### src/rtl/barrel_shifter.sv
// ---------------------------------------------------------------------------
// barrel_shifter
//
// Purpose:
//   Single-cycle logical barrel shifter with one registered output stage.
//   A DATA_WIDTH-bit word is shifted left or right by 0..DATA_WIDTH-1
//   positions. Vacated bit positions are always filled with zeros.
//
//   The datapath is a log2 network of 2:1 mux stages. Stage k shifts right
//   by 2^k when shift[k] is set. Only a right-shift network is built. A
//   left shift is produced by bit-reversing the word on the way in,
//   shifting right, and bit-reversing the result on the way out.
//
// Ports:
//   clk       in   1            rising-edge clock for all state
//   rst_n     in   1            synchronous reset, active low
//   RbarL     in   1            direction: 0 = shift right, 1 = shift left
//   shift     in   SHIFT_W      unsigned shift distance, 0..DATA_WIDTH-1
//   data_in   in   DATA_WIDTH   word to be shifted
//   data_out  out  DATA_WIDTH   registered shifted result (1-cycle latency)
// ---------------------------------------------------------------------------
module barrel_shifter #(
  parameter  int DATA_WIDTH = 8,
  localparam int SHIFT_W    = $clog2(DATA_WIDTH)
) (
  input  logic                  clk,
  input  logic                  rst_n,
  input  logic                  RbarL,
  input  logic [SHIFT_W-1:0]    shift,
  input  logic [DATA_WIDTH-1:0] data_in,
  output logic [DATA_WIDTH-1:0] data_out
);

  // Mirror a word end-for-end so that a right shift of the mirrored word
  // is equivalent to a left shift of the original word.
  function automatic logic [DATA_WIDTH-1:0] bitReverse(
    input logic [DATA_WIDTH-1:0] value
  );
    logic [DATA_WIDTH-1:0] result;
    result = '0;
    for (int i = 0; i < DATA_WIDTH; i++) begin
      result[i] = value[DATA_WIDTH-1-i];
    end
    return result;
  endfunction

  logic [DATA_WIDTH-1:0] networkIn;
  logic [DATA_WIDTH-1:0] stageData [SHIFT_W+1];
  logic [DATA_WIDTH-1:0] dataOut_d;
  logic [DATA_WIDTH-1:0] dataOut_q;

  // Present the right-shift network with the word in the orientation that
  // makes a right shift do the requested job. For a left shift, the word is
  // mirrored first.
  always_comb begin
    networkIn = data_in;
    if (RbarL) begin
      networkIn = bitReverse(data_in);
    end
  end

  assign stageData[0] = networkIn;

  // Each stage either passes its input through or shifts it right by its
  // power-of-two distance. Zeros enter from the top. Because every stage is
  // a fully specified 2:1 mux, every output bit is defined for all inputs.
  for (genvar k = 0; k < SHIFT_W; k++) begin : gen_stage
    localparam int STEP = 1 << k;
    assign stageData[k+1] = shift[k] ? (stageData[k] >> STEP) : stageData[k];
  end

  // Undo the input mirroring for left shifts. The bits that were shifted
  // past the LSB of the mirrored word are exactly the ones a left shift
  // discards past the MSB.
  always_comb begin
    dataOut_d = stageData[SHIFT_W];
    if (RbarL) begin
      dataOut_d = bitReverse(stageData[SHIFT_W]);
    end
  end

  // Output register. Reset wins over any input activity on the same edge.
  // Otherwise a fresh result is captured every cycle with no enable.
  always_ff @(posedge clk) begin
    if (!rst_n) begin
      dataOut_q <= '0;
    end else begin
      dataOut_q <= dataOut_d;
    end
  end

  assign data_out = dataOut_q;

endmodule

### config.mk
export PLATFORM = sky130hd
export DESIGN_NAME = barrel_shifter
export DESIGN_NICKNAME = d
export VERILOG_FILES = /design/src/rtl/barrel_shifter.sv
export SDC_FILE = /design/constraint.sdc
export NUM_CORES = 1
export LEC_CHECK = 0
export ABC_AREA = 1
export CORE_ASPECT_RATIO = 1.1
export CORE_MARGIN = 4
export CORE_UTILIZATION = 39
export CTS_CLUSTER_DIAMETER = 40
export DETAILED_ROUTE_END_ITERATION = 12
export PLACE_DENSITY = 0.77
export RECOVER_POWER = 50
export SLEW_MARGIN = 5
export SYNTH_ARGS = -nofsm -noshare
export SYNTH_HDL_FRONTEND = slang
export SYNTH_SLANG_ARGS = --single-unit
export TNS_END_PERCENT = 100
### constraint.sdc
create_clock -name clk -period 1 [get_ports clk]
set_input_delay 0.2 -clock clk [delete_from_list [all_inputs] [get_ports clk]]
set_output_delay 0.2 -clock clk [all_outputs]
set_load 0.02 [all_outputs]
==> results.toml, run 1 <==
[status]
run_status = "finished, violations left"
failed_checks = "setup timing"

[floorplan]
ioPinCount = 22
fp.dieH_um = 50.8
rows = 15
die_area_mm2 = 0.00238
core-area_mm2 = 0.00158
start_util_pct = 41.2
die_x_um = 46.9

[power_and_ir_drop]
pwr-share-seq_pct = 30.9
power_frac_clock_pct = 22.0
cellLeakagePower_nw = 0.566
p_sw_share_pct = 39.2
internal-power_w = 0.000686
powerDensity_mw_per_mm2 = 930
combPwrFrac_pct = 47.0
p_total_w = 0.00113
irDropWorstVdd_v = 0.000639
p_switching_w = 0.000443

[critical_path]
worstSetupStartpointType = "input port"
cp.arrival_ns = 1.21
endpoint = "data_out[5]"
cp.required_ns = 1.19
worstSetupEndpointType = "flop"
critPathKind = "input port to flop"
crit_path_start = "RbarL"
cp_max_fo = 7

[hold_path]
worstHoldPathType = "input port to flop"

[clock_tree]
clock_tree.buffer_depth = 2
cts.hold.buffers_added = 0
cts_tree = "built"
cts_buffers = 3
cts_sinks = 8
cts-root-buf = "clkbuf_4"
htreeDepth = 1
path_clk_slew_ns = 0.05

[timing]
setup_slack_ns = -0.0179
maxSlewHeadroom_pct = 83.4
setup_tns_ns = -0.0381
layout_min_cycle_time_ns = 1.02
tightest_slew_ns = 0.249
setup_viol = 3
period_share_pct = 102
timing.final.hold_violations = 0
slew_viol_final = 0
clock.fmax_ghz = 0.982

[synthesis]
seq_area_frac_synth_pct = 24.7
synth_top_area_share_pct = 24.7
yosysTopAreaCell = "dfxtp_1"
synth_cell_types = 15
syn-instance-count = 103
synth.avg_cell_area_um2 = 6.30
ys_ff_latch = 8
synth_area_leaders = "dfxtp_1 25%, nand3_1 22%, nand2_1 20%"
netlist_area_um2 = 649
synth_fp_nets = 117
yosys_warnings = 0

[final_layout]
multi_input_area_um2 = 672
area_growth_pct = 87.1
seq_area_um2 = 160
fin_nets = 156
drive_above_1_share_pct = 56.4
fillCellCount = 120
antennaDiodeCount = 0
largest_register_ffs = 8

[placement]
dp_slack_ns = -0.606
dp_hpwl_mm = 1.40
gp_congestion = 0.865
portBuffers = 21

[global_route]
grt_first_pass_wirelength_mm = 3.28
antenna_found_initial = 0
gr-total-overflow = 0
grt_pass1_vias = 784
grt_usage_pct = 18.5
grt_max_degree = 10

[drt]
routedWlPerCell_um = 17.8
drc_errors = 0
via_per_inst = 6.16
ant_nets = 0
route.vias.total = 967
dr.first_iter.drc_count = 63
route.final.wire_length_mm = 2.79
firstDrtPassIters = 6

[flow_run]
maxCapViolCount = 0
## layer usage
metal,vias up,part of all wire (%),global-route usage [%]
met5,-,0,0
met4,0,5.9,4.61
met3,28,8.1,3.58
met2,64,50,33.9
met1,445,36,20.6
li1,430,-,-
## cell families after synthesis
family / count (synthesis) / synth area share (%)
simple gates: 77 / 57.2
buf+inv: 8 / 10.4
flops: 8 / 24.7
compound gates: 10 / 7.71
## worst max-delay path, cell delays in order
cell and delay [ns]:
buf_4 0.12, buf_12 0.14, clkinv_8 0.10, nand2_8 0.06, nand2_2 0.10, nand3_2 0.10
nand2_1 0.09, nand2_1 0.07, nand2_1 0.08, nand2_1 0.05, nor2_1 0.10
## timing repair
action / in CTS / in global routing
pin swaps: 13 / 14
setup buffers: 2 / 0
gates resized for setup: 69 / 46
gates cloned: 2 / 1
setup endpoints to repair: 16 / 8
## cells in the mapped netlist
| cell type | instances |
|---|---|
| inv_1 | 1 |
| inv_2 | 2 |
| buf_8 | 1 |
| nor2_1 | 5 |
| nand3_1 | 28 |
| buf_6 | 2 |
| nand2_1 | 34 |
| nand2_2 | 3 |
| o21ai_0 | 2 |
| nand3_2 | 6 |
| nand4_1 | 1 |
| dfxtp_1 | 8 |
| buf_4 | 1 |
| a21oi_1 | 8 |
| inv_8 | 1 |
## power by group through the flow
stage	combinational, W	sequential, W	clock (W)
after global routing	0.000560	0.000351	0.000272
after global placement	0.000379	0.000355	0
after detailed placement	0.000385	0.000356	0
after CTS	0.000396	0.000348	0.000248
final	0.000532	0.000349	0.000249
after floorplan	0.000191	0.000386	0
## metrics by stage
step | instance area, µm² | utilization (%) | hold slack (ns) | std cells
2_1_floorplan | 652 | - | 0.323 | 103
3_3_place_gp | 928 | 58.9 | 0.839 | 149
5_1_grt | 1210 | 77.1 | 0.443 | 157
6_report | 1210 | 77.1 | 0.410 | 157
3_5_place_dp | 928 | 58.9 | 0.857 | 149
4_1_cts | 1010 | 64.3 | 0.511 | 156
## layout by cell type, fill, tap and decap left out, drive strengths merged
cell           Yosys  layout
o21ai              2       2
nand2             37      37
buf                4      23
dfxtp              8       8
clkinv             0       2
inv                4       4
dlymetal6s2s       0       1
dlygate4sd2        0       8
nand3             34      34
nor2               5       5
clkbuf             0       6
a21oi              8       8
clkdlybuf4s50      0       1
nand4              1       1
## final cells by class
cell class                 count  area share, %
multi-input combinational     87           55.3
clock buffer                   3           1.85
sequential                     8           13.2
tap                           17           1.75
timing repair inverter         2           1.24
inverter                       4           3.30
timing repair buffer          36           23.4
## worst min path at each step
stage | slack [ns] | startpoint | cells past startpoint | end
6_report | 0.41 | shift[2] | 6 | data_out[3]
5_1_grt | 0.44 | RbarL | 4 | data_out[6]
4_1_cts | 0.51 | RbarL | 4 | data_out[6]
3_5_place_dp | 0.86 | rst_n | 3 | data_out[0]
3_3_place_gp | 0.84 | rst_n | 3 | data_out[0]
2_1_floorplan | 0.32 | rst_n | 2 | data_out[1]
Power figures use the tool's default switching activity.
==> inputs of run 2 (changes only) <==
==> constraint.sdc (replaced) <==
create_clock -name clk -period 1 [get_ports clk]
set_input_delay 0.25 -clock clk [delete_from_list [all_inputs] [get_ports clk]]
set_output_delay 0.25 -clock clk [all_outputs]
set_load 0.02 [all_outputs]
==> results.toml, run 2 (synthesized netlist as in run 1, its figures left out) <==
[drt]
via_per_inst = 5.78
ant_nets = 0
drc_errors = 0
route.vias.total = 907
dr.first_iter.drc_count = 47
routedWlPerCell_um = 15.5
firstDrtPassIters = 4
route.final.wire_length_mm = 2.43

[status]
failed_checks = "setup timing"
run_status = "finished, violations left"

[final_layout]
fin_area_mm2 = 0.00122
final_cell_mix = "19 x nand2_1, 17 x nand3_2, 13 x buf_4"
final_common_cell = "nand2_1"
finalNonFillerCells = 157
antennaDiodeCount = 0
largest_register_ffs = 8
area_growth_pct = 87.9
drive_above_1_share_pct = 60.7
fin_nets = 156
fillCellCount = 105

[placement]
dpl.cell_count = 149
dp_hpwl_mm = 1.32
portBuffers = 21
dpl_cell_area_um2 = 943
gp_congestion = 0.937

[global_route]
antenna_found_initial = 0
grt_pass1_vias = 867
gr-total-overflow = 0
grt_first_pass_wirelength_mm = 3.46
grt_max_degree = 10
grt_usage_pct = 19.4

[clock_tree]
clock_tree.buffer_depth = 2
cts_tree = "built"
path_clk_slew_ns = 0.05
htreeDepth = 1
cts_sinks = 8
cts.hold.buffers_added = 0
cts_buffers = 3
cts-root-buf = "clkbuf_4"

[critical_path]
worstSetupStartpointType = "input port"
critPathSlowestCell = "dlygate4sd2_1"
critical_path.cell_chain = "dlygate4sd2_1 > nand2_2 > nand3_2 > nand3_2 > nand3_2 > a21oi_2 > nor2_1"
cp_max_fo = 2
crit_top_cell = "nand3_2"
critPathKind = "input port to flop"
worstSetupEndpointType = "flop"
max_stage_delay_ns = 0.28
cp.required_ns = 1.14
cp.arrival_ns = 1.14

[floorplan]
fp.dieH_um = 50.8
core-area_mm2 = 0.00158
die_area_mm2 = 0.00238
die_x_um = 46.9
rows = 15
ioPinCount = 22
start_util_pct = 41.2

[power_and_ir_drop]
p_total_w = 0.00111
p_sw_share_pct = 37.4
internal-power_w = 0.000694
power_frac_clock_pct = 21.2
cellLeakagePower_nw = 0.577
powerDensity_mw_per_mm2 = 910
pwr-share-seq_pct = 31.3
combPwrFrac_pct = 47.5
p_switching_w = 0.000415
irDropWorstVdd_v = 0.000698

[hold_path]
worstHoldPathType = "input port to flop"

[timing]
setup_viol = 1
layout_min_cycle_time_ns = 1.00
period_share_pct = 100
slew_viol_final = 0
whs_ns = 0.552
clock.fmax_ghz = 0.999
timing.final.hold_violations = 0
maxSlewHeadroom_pct = 88.1
setup_slack_ns = -0.00110
tightest_slew_ns = 0.178
rsz0062_at_grt = "true"

[flow_run]
maxCapViolCount = 0
-- run 2: critical path, delay by kind of cell --
kind	cells	cell delay, ns
simple gates	5	0.45
compound gates	1	0.15
buf+inv	1	0.28
-- run 2: final timing paths --
kind,from,end,slack (ns),cells past startpoint
worst max-delay path,data_in[4],data_out[5],-0.001,7
worst min-delay path,RbarL,data_out[6],0.55,5
-- run 2: area by class of cell --
class / instances / area [µm²] / share of cell area [%]
inverters: 4 / 41.3 / 3.38
clock buffers: 3 / 22.5 / 1.85
multi-input cells: 87 / 667 / 54.7
well taps: 17 / 21.3 / 1.74
repair buffers: 36 / 293 / 24.0
repair inverters: 2 / 15.0 / 1.23
flip-flops and latches: 8 / 160 / 13.1
-- run 2: timing repair --
item,in CTS,in global routing
setup buffers,1,0
pin swaps,11,13
gates cloned,4,0
endpoints found under the setup margin,16,11
resized for setup,77,53
-- run 2: routing by layer --
metal	wire (µm)	global-route usage [%]
met4	70	9.22
met2	1320	30.8
met5	0	0
met3	216	6.81
met1	822	22.3
-- run 2: power groups by stage --
stage | clock network, W | registers [W] | logic (W)
2_1_floorplan | 0 | 0.000386 | 0.000201
3_3_place_gp | 0 | 0.000355 | 0.000384
3_5_place_dp | 0 | 0.000355 | 0.000388
4_1_cts | 0.000243 | 0.000347 | 0.000409
5_1_grt | 0.000267 | 0.000350 | 0.000567
6_report | 0.000235 | 0.000348 | 0.000527
-- run 2: through the flow --
step           setup slack [ns]  TNS (ns)  util, %
2_1_floorplan          -0.00285   -0.0165        -
3_3_place_gp             -0.617     -5.71     59.8
3_5_place_dp             -0.639     -5.93     59.8
4_1_cts                  0.0121         0     66.0
5_1_grt                 -0.0962    -0.172     77.4
6_report               -0.00110  -0.00110     77.4
